## src/rtl/jk_seq_driver.sv

```systemverilog
// jk_seq_driver: plays a WIDTH-bit Q target sequence (LSB first) into an external JK flip-flop.
// Optional JK_FB_CHECK_EN: compares q_fb against the internal Q model and raises a sticky err.
module jk_seq_driver #(
    parameter int WIDTH = 8
) (
    input  logic             clk,
    input  logic             rst_n,
    input  logic             in_valid,
    output logic             in_ready,
    input  logic [WIDTH-1:0] in_pattern,
    input  logic             tog_pref,
    input  logic             q_fb,
    output logic             j,
    output logic             k,
    output logic             done,
    output logic             err,
    output logic             state_dbg
);

    // Handshake: a pattern transfers on a rising edge where in_valid && in_ready;
    // in_ready is high only in IDLE, so in_valid is ignored while driving.

    localparam int CW = $clog2(WIDTH);
    localparam logic [CW-1:0] CNT_LAST = CW'(WIDTH - 1);

    typedef enum logic {
        IDLE  = 1'b0,
        DRIVE = 1'b1
    } state_t;

    state_t           state_q, state_d;
    logic [CW-1:0]    cnt_q, cnt_d;
    logic             q_m_q, q_m_d;
    logic [WIDTH-1:0] pattern_q, pattern_d;
    logic             tog_q, tog_d;
    logic             done_q, done_d;
    logic             accept;
    logic             tgt;

    assign in_ready  = (state_q == IDLE);
    assign accept    = in_valid && in_ready;
    assign tgt       = pattern_q[cnt_q];
    assign done      = done_q;
    assign state_dbg = state_q;

    always_comb begin
        state_d   = state_q;
        cnt_d     = cnt_q;
        q_m_d     = q_m_q;
        pattern_d = pattern_q;
        tog_d     = tog_q;
        done_d    = 1'b0;
        j         = 1'b0;
        k         = 1'b0;
        case (state_q)
            IDLE: begin
                if (accept) begin
                    pattern_d = in_pattern;
                    tog_d     = tog_pref;
                    cnt_d     = '0;
                    q_m_d     = q_fb;
                    state_d   = DRIVE;
                end
            end
            DRIVE: begin
                // Either set/reset excitation or toggle, chosen at accept time.
                if (tgt != q_m_q) begin
                    if (tgt) begin
                        j = 1'b1;
                        k = tog_q;
                    end else begin
                        j = tog_q;
                        k = 1'b1;
                    end
                end
                q_m_d = tgt;
                if (cnt_q == CNT_LAST) begin
                    cnt_d   = '0;
                    done_d  = 1'b1;
                    state_d = IDLE;
                end else begin
                    cnt_d = cnt_q + 1'b1;
                end
            end
            default: state_d = IDLE;
        endcase
    end

    always_ff @(posedge clk) begin
        if (!rst_n) begin
            state_q   <= IDLE;
            cnt_q     <= '0;
            q_m_q     <= 1'b0;
            pattern_q <= '0;
            tog_q     <= 1'b0;
            done_q    <= 1'b0;
        end else begin
            state_q   <= state_d;
            cnt_q     <= cnt_d;
            q_m_q     <= q_m_d;
            pattern_q <= pattern_d;
            tog_q     <= tog_d;
            done_q    <= done_d;
        end
    end

`ifdef JK_FB_CHECK_EN
    logic err_q, err_d;

    // The done cycle is checked too, since it shows Q after the final edge.
    always_comb begin
        err_d = err_q;
        if (accept) begin
            err_d = 1'b0;
        end else if (((state_q == DRIVE) || done_q) && (q_fb != q_m_q)) begin
            err_d = 1'b1;
        end
    end

    always_ff @(posedge clk) begin
        if (!rst_n) begin
            err_q <= 1'b0;
        end else begin
            err_q <= err_d;
        end
    end

    assign err = err_q;
`else
    assign err = 1'b0;
`endif

endmodule

```

## config.mk

```make
export PLATFORM = sky130hd
export DESIGN_NAME = jk_seq_driver
export DESIGN_NICKNAME = d
export VERILOG_FILES = /design/src/rtl/jk_seq_driver.sv
export SDC_FILE = /design/constraint.sdc
export NUM_CORES = 1
export LEC_CHECK = 0
export ABC_CLOCK_PERIOD_IN_PS = 3130
export CORE_MARGIN = 1
export CORE_UTILIZATION = 45
export DETAILED_ROUTE_END_ITERATION = 7
export PLACE_DENSITY = 0.79
export SLEW_MARGIN = 10
export SYNTH_ARGS = -nofsm -noshare
export SYNTH_HDL_FRONTEND = slang
export SYNTH_SLANG_ARGS = --single-unit
```

## constraint.sdc

```tcl
create_clock -name clk -period 3.13 [get_ports clk]
set_input_delay 0.4695 -clock clk [delete_from_list [all_inputs] [get_ports clk]]
set_output_delay 0.4695 -clock clk [all_outputs]
set_load 0.02 [all_outputs]
```

==> results of run 1 <==
-- per-stage QoR --
stage	power, uW	cells
after floorplan	256	84
after global placement	281	112
after detailed placement	283	112
after CTS	387	116
after global routing	406	116
final	384	116
-- area by class of cell --
| cell class | count | area [um^2] |
|---|---|---|
| Timing Repair Buffer | 17 | 170 |
| Inverter | 1 | 3.75 |
| Sequential cell | 15 | 300 |
| Fill cell | 144 | 593 |
| Tap cell | 16 | 20.0 |
| Multi-Input combinational cell | 63 | 393 |
| Clock buffer | 4 | 26.3 |
-- power breakdown --
group	switching [uW]	internal, uW
Combinational	28.6	36.0
Sequential	11.6	201
Clock	57.0	49.4
-- worst max-delay path: cells and delay by family (launching register included) --
kind	cells	cell delay [ns]
mux	2	0.43
buf+inv	1	0.62
flops	1	0.51
simple gates	2	0.26
-- registers in the layout, indices dropped and copies added (netlist names) --
name       count
state_dbg      1
cnt_q          3
pattern_q      8
done           1
tog_q          1
q_m_q          1
-- logic make-up (layout without fill, tap and decap cells) --
group / Yosys count / after routing / share of synthesized area [%]
flip-flops: 15 / 15 / 41.0
adder cells (fa/ha/maj): 2 / 2 / 3.42
buffers and inverters: 6 / 22 / 5.30
multiplexers: 8 / 8 / 11.1
AND/OR/NAND/NOR: 38 / 38 / 25.6
AO/OA/AOI/OAI: 14 / 14 / 13.0
other: 1 / 1 / 0.512
-- path summary, 6_finish.rpt --
check / endpoint / slack, ns
worst max-delay path: j / 0.57
worst min-delay path: pattern_q[2] / 0.47
worst max register to register: pattern_q[4] / 1.68
worst min register to register: pattern_q[2] / 0.47
-- cells in the final DEF (no fill, tap or decap) --
master | Yosys | layout
o21a_1 | 1 | 1
nor2_1 | 3 | 3
nand3b_1 | 3 | 3
clkbuf_1 | 1 | 1
inv_1 | 1 | 1
a21oi_1 | 3 | 3
nand2_1 | 21 | 21
mux2i_1 | 7 | 7
ha_1 | 2 | 2
conb_1 | 1 | 1
nand3_1 | 2 | 2
dfxtp_1 | 15 | 15
nand4_2 | 1 | 1
nand2b_1 | 1 | 1
clkbuf_4 | 0 | 3
nor2b_1 | 4 | 4
a21boi_0 | 9 | 9
o21ai_0 | 1 | 1
and3_1 | 1 | 1
mux2_2 | 1 | 1
clkdlybuf4s50_1 | 0 | 17
nor3b_1 | 2 | 2
-- layer usage --
layer  part of all wire, %  GRT usage, %  vias up
li1                      -             -      316
met1                    46          20.8      278
met2                    49          27.1       14
met3                   5.1          6.47        0
met4                     0          3.75        0
met5                     0             0        -
==> results.yml, run 1 <==
cts:
  cts_hold_buffers: 0
  clkLatencyLatePin_ns: 0.28
  cts_tree: "done"
  clock_sinks: 15
  clkSlewWorstSetupHoldPaths_ns: 0.09
  clockBufferDepth: 2
  numCtsBuffers: 3
  post_cts_buffers: 0
  cts_resized: 0
  htreeDepth: 1
  cts-root-buf: "clkbuf_4"
critical_path:
  crit-reg2reg-launch: "state_dbg"
  cp.arrival_ns: 2.09
  reg2regPathDepth: 3
  cp-end-kind: "output pin"
  critPathMaxStageDelay_ns: 0.62
  critPathKind: "reg2out"
  crit_path_start: "cnt_q[0]"
  slowest_stage: "clkdlybuf4s50_1"
  worstSetupStartpointType: "register"
  required_ns: 2.66
  crit_top_cell: "mux2i_1"
  path_cells: "mux2i_1 > nand3b_1 > nand4_2 > mux2i_1 > clkdlybuf4s50_1"
  worst-path-max-fanout: 6
synthesis:
  synth_top_area_share_pct: 41.0
  synth_top_cell_by_area: "dfxtp_1"
  synth-edff-count: 0
  syn-cell-area_um2: 732
  synthTopCellsByArea: "dfxtp_1 41%, nand2_1 11%, mux2i_1 9.6%"
  syn_inst: 84
  synthesis.nets: 99
  ys_warn_count: 0
  synth.most_common_cell: "nand2_1"
  ys_ff_latch: 15
  synth.distinct_cells: 23
  synth_area_per_cell_um2: 8.71
  ys_seq_area_share_pct: 41.0
  yosys-top-cells-count: "21 x nand2_1, 15 x dfxtp_1, 9 x a21boi_0, 7 x mux2i_1, 4 x nor2b_1"
  ys.flop_type: "dfxtp_1"
  synth-async-reset-ratio_pct: 0
timing:
  hold_violations: 0
  fin_crit_ns: 2.56
  skew_ns: 0.00738
  slew_viol_final: 0
  setup_ws_ns: 0.566
  tightestPinTransition_ns: 0.753
  hold_ws_ns: 0.465
  fin_setup_tns_ns: 0
  slew_headroom_pct: 49.7
  timing.final.crit_share_pct: 81.9
  timing.fmax_ghz: 0.390
  setup_viol: 0
  grt_setup_unrepaired: "false"
hold_path:
  hp-class: "reg2reg"
  min_from: "pattern_q[2]"
  whs_path_depth: 2
global_route:
  grtUsageTotal_pct: 16.6
  grt.overflow.total: 0
  grt_pass1_vias: 561
  grt_start_max_net_pins: 16
  antenna_found_initial: 0
  grt_pass1_wl_mm: 2.30
final_layout:
  nets: 116
  layout-drive-gt1-share_pct: 5.00
  area_growth_pct: 24.8
  utilization_pct: 60.6
  antenna_cells: 0
  stdcell_area_um2: 913
detailed_routing:
  avgViaCountPerCell: 5.24
  dr.pass1.iters: 4
  routed_wl_mm: 1.30
  wl_per_cell_um: 11.2
  detailroute.via_count: 608
  drcViolationCount: 0
  postRouteAntennaNets: 0
  dr.first_iter.drc_count: 8
flow_run:
  cap_violations: 0
floorplan:
  ios: 19
  die_area_um2: 1790
  num_rows: 14
  start_util_pct: 48.6
  die_x_um: 42.3
  core_area_um2: 1510
  die_y_um: 42.3
placement:
  routabilityCongestion: 0.717
  post-place-ws_ns: 0.870
  dpl_cell_area_um2: 887
  port_buffers: 17
  post-dp-hpwl_um: 947
power:
  peakVddDrop_mv: 0.334
  leakagePower_uw: 0.000352
  cellPowerDensity_nw_per_um2: 420
run_status:
  status: "complete, no violations"
Power figures use the tool's default switching activity.
==> run 2, diff against run 1 <==
Settings changed: ABC_CLOCK_PERIOD_IN_PS 3130 to 2400.
Clock period 3.13 ns to 2.4 ns, I/O delays scaled along.
==> results.yml, run 2 (synthesis results as in run 1) <==
run_status:
  status: "complete, no violations"
critical_path:
  crit_path_start: "cnt_q[0]"
  required_ns: 2.04
  crit-reg2reg-launch: "state_dbg"
  worstSetupStartpointType: "register"
  worst-path-max-fanout: 6
  cp-end-kind: "output pin"
  critPathKind: "reg2out"
  cp.arrival_ns: 1.80
  regToRegSetupSlack_ns: 1.11
final_layout:
  fin_cells: 117
  top_regs: "pattern_q: 8 flops, cnt_q: 3 flops"
  final_common_cell: "nand2_1"
  nets: 117
  antenna_cells: 0
  final_cell_mix: "21 x nand2_1, 15 x clkdlybuf4s50_1, 14 x dfxtp_1, 9 x a21boi_0, 7 x mux2i_1"
  regMostFlops: "pattern_q"
  area_growth_pct: 26.3
  layout-drive-gt1-share_pct: 7.92
  largest_reg_flops: 8
detailed_routing:
  dr.pass1.iters: 3
  avgViaCountPerCell: 5.25
  wl_per_cell_um: 11.5
  drcViolationCount: 0
  postRouteAntennaNets: 0
  detailroute.via_count: 614
  routed_wl_mm: 1.34
  dr.first_iter.drc_count: 7
cts:
  cts-root-buf: "clkbuf_4"
  htreeDepth: 1
  clock_sinks: 15
  numCtsBuffers: 3
  clockBufferDepth: 2
  cts_tree: "done"
  clkSlewWorstSetupHoldPaths_ns: 0.09
  clkLatencyLatePin_ns: 0.29
placement:
  port_buffers: 17
  post-dp-hpwl_um: 955
  routabilityCongestion: 0.724
  post-place-ws_ns: 0.217
  dpl.cell_count: 113
global_route:
  grt_pass1_vias: 568
  grt_start_max_net_pins: 16
  grt.overflow.total: 0
  grt_pass1_wl_mm: 2.36
  antenna_found_initial: 0
  grtUsageTotal_pct: 17.8
timing:
  slew_viol_final: 0
  timing.final.crit_share_pct: 90.0
  grt_setup_unrepaired: "false"
  skew_ns: 0.00272
  fin_crit_ns: 2.16
  hold_violations: 0
  fin_setup_tns_ns: 0
  setup_ws_ns: 0.240
  timing.fmax_ghz: 0.463
  setup_viol: 0
power:
  peakVddDrop_mv: 0.283
  internal_power_uw: 373
  sw_frac_of_total_pct: 27.0
  leakagePower_uw: 0.000382
  cellPowerDensity_nw_per_um2: 552
  pwr-share-comb_pct: 16.7
  pwr-share-seq_pct: 54.5
  total_power_uw: 511
  clkPwrFrac_pct: 28.8
  power_switching_uw: 138
floorplan:
  die_area_um2: 1790
  num_rows: 14
  core_area_um2: 1510
  start_util_pct: 48.6
  die_x_um: 42.3
  ios: 19
  die_y_um: 42.3
flow_run:
  cap_violations: 0
hold_path:
  min_from: "pattern_q[2]"
  hp-class: "reg2reg"
[run 2: area by class of cell]
class / instances / area [um^2]
clock inverters: 1 / 5.00
well taps: 16 / 20.0
repair buffers: 18 / 179
clock buffers: 3 / 22.5
fillers: 137 / 582
inverters: 1 / 3.75
flip-flops and latches: 15 / 302
multi-input cells: 63 / 393
[run 2: what timing repair did]
action	CTS	global route
hold endpoints to repair	0	0
gates resized for setup	2	1
setup buffers	0	0
endpoints found under the setup margin	2	1
hold buffers	0	0
[run 2: per-layer routing]
metal,track usage [%],part of all wire [%]
met5,0,0
met3,6.90,4.6
met2,27.1,48
met4,9.38,1.9
met1,21.5,46
[run 2: final timing paths]
check                                     to  cells after the start
worst max-delay path                       j                      5
worst min-delay path            pattern_q[2]                      2
worst max register to register  pattern_q[5]                      4
worst min register to register  pattern_q[2]                      2
[run 2: worst max-delay path: stages, from the launching register on]
cell and delay, ns:
dfxtp_2 0.43, mux2i_1 0.29, nand2_1 0.10, nand4_2 0.14, mux2i_1 0.20, dlygate4sd2_1 0.35
[run 2: power by group through the flow]
stage	sequential, uW	combinational (uW)	clock, uW
floorplan	278	56.9	0
global placement	283	84.3	0
detailed placement	284	86.3	0
CTS	278	86.2	152
global route	281	94.8	167
finish	278	85.3	147
[run 2: stage by stage]
stage / instance area, um^2 / hold WS (ns) / util (%)
after floorplan: 732 / 0.443 / -
after global placement: 895 / 0.464 / 59.4
after detailed placement: 895 / 0.462 / 59.4
after CTS: 922 / 0.474 / 61.2
after global routing: 925 / 0.505 / 61.4
final: 925 / 0.471 / 61.4
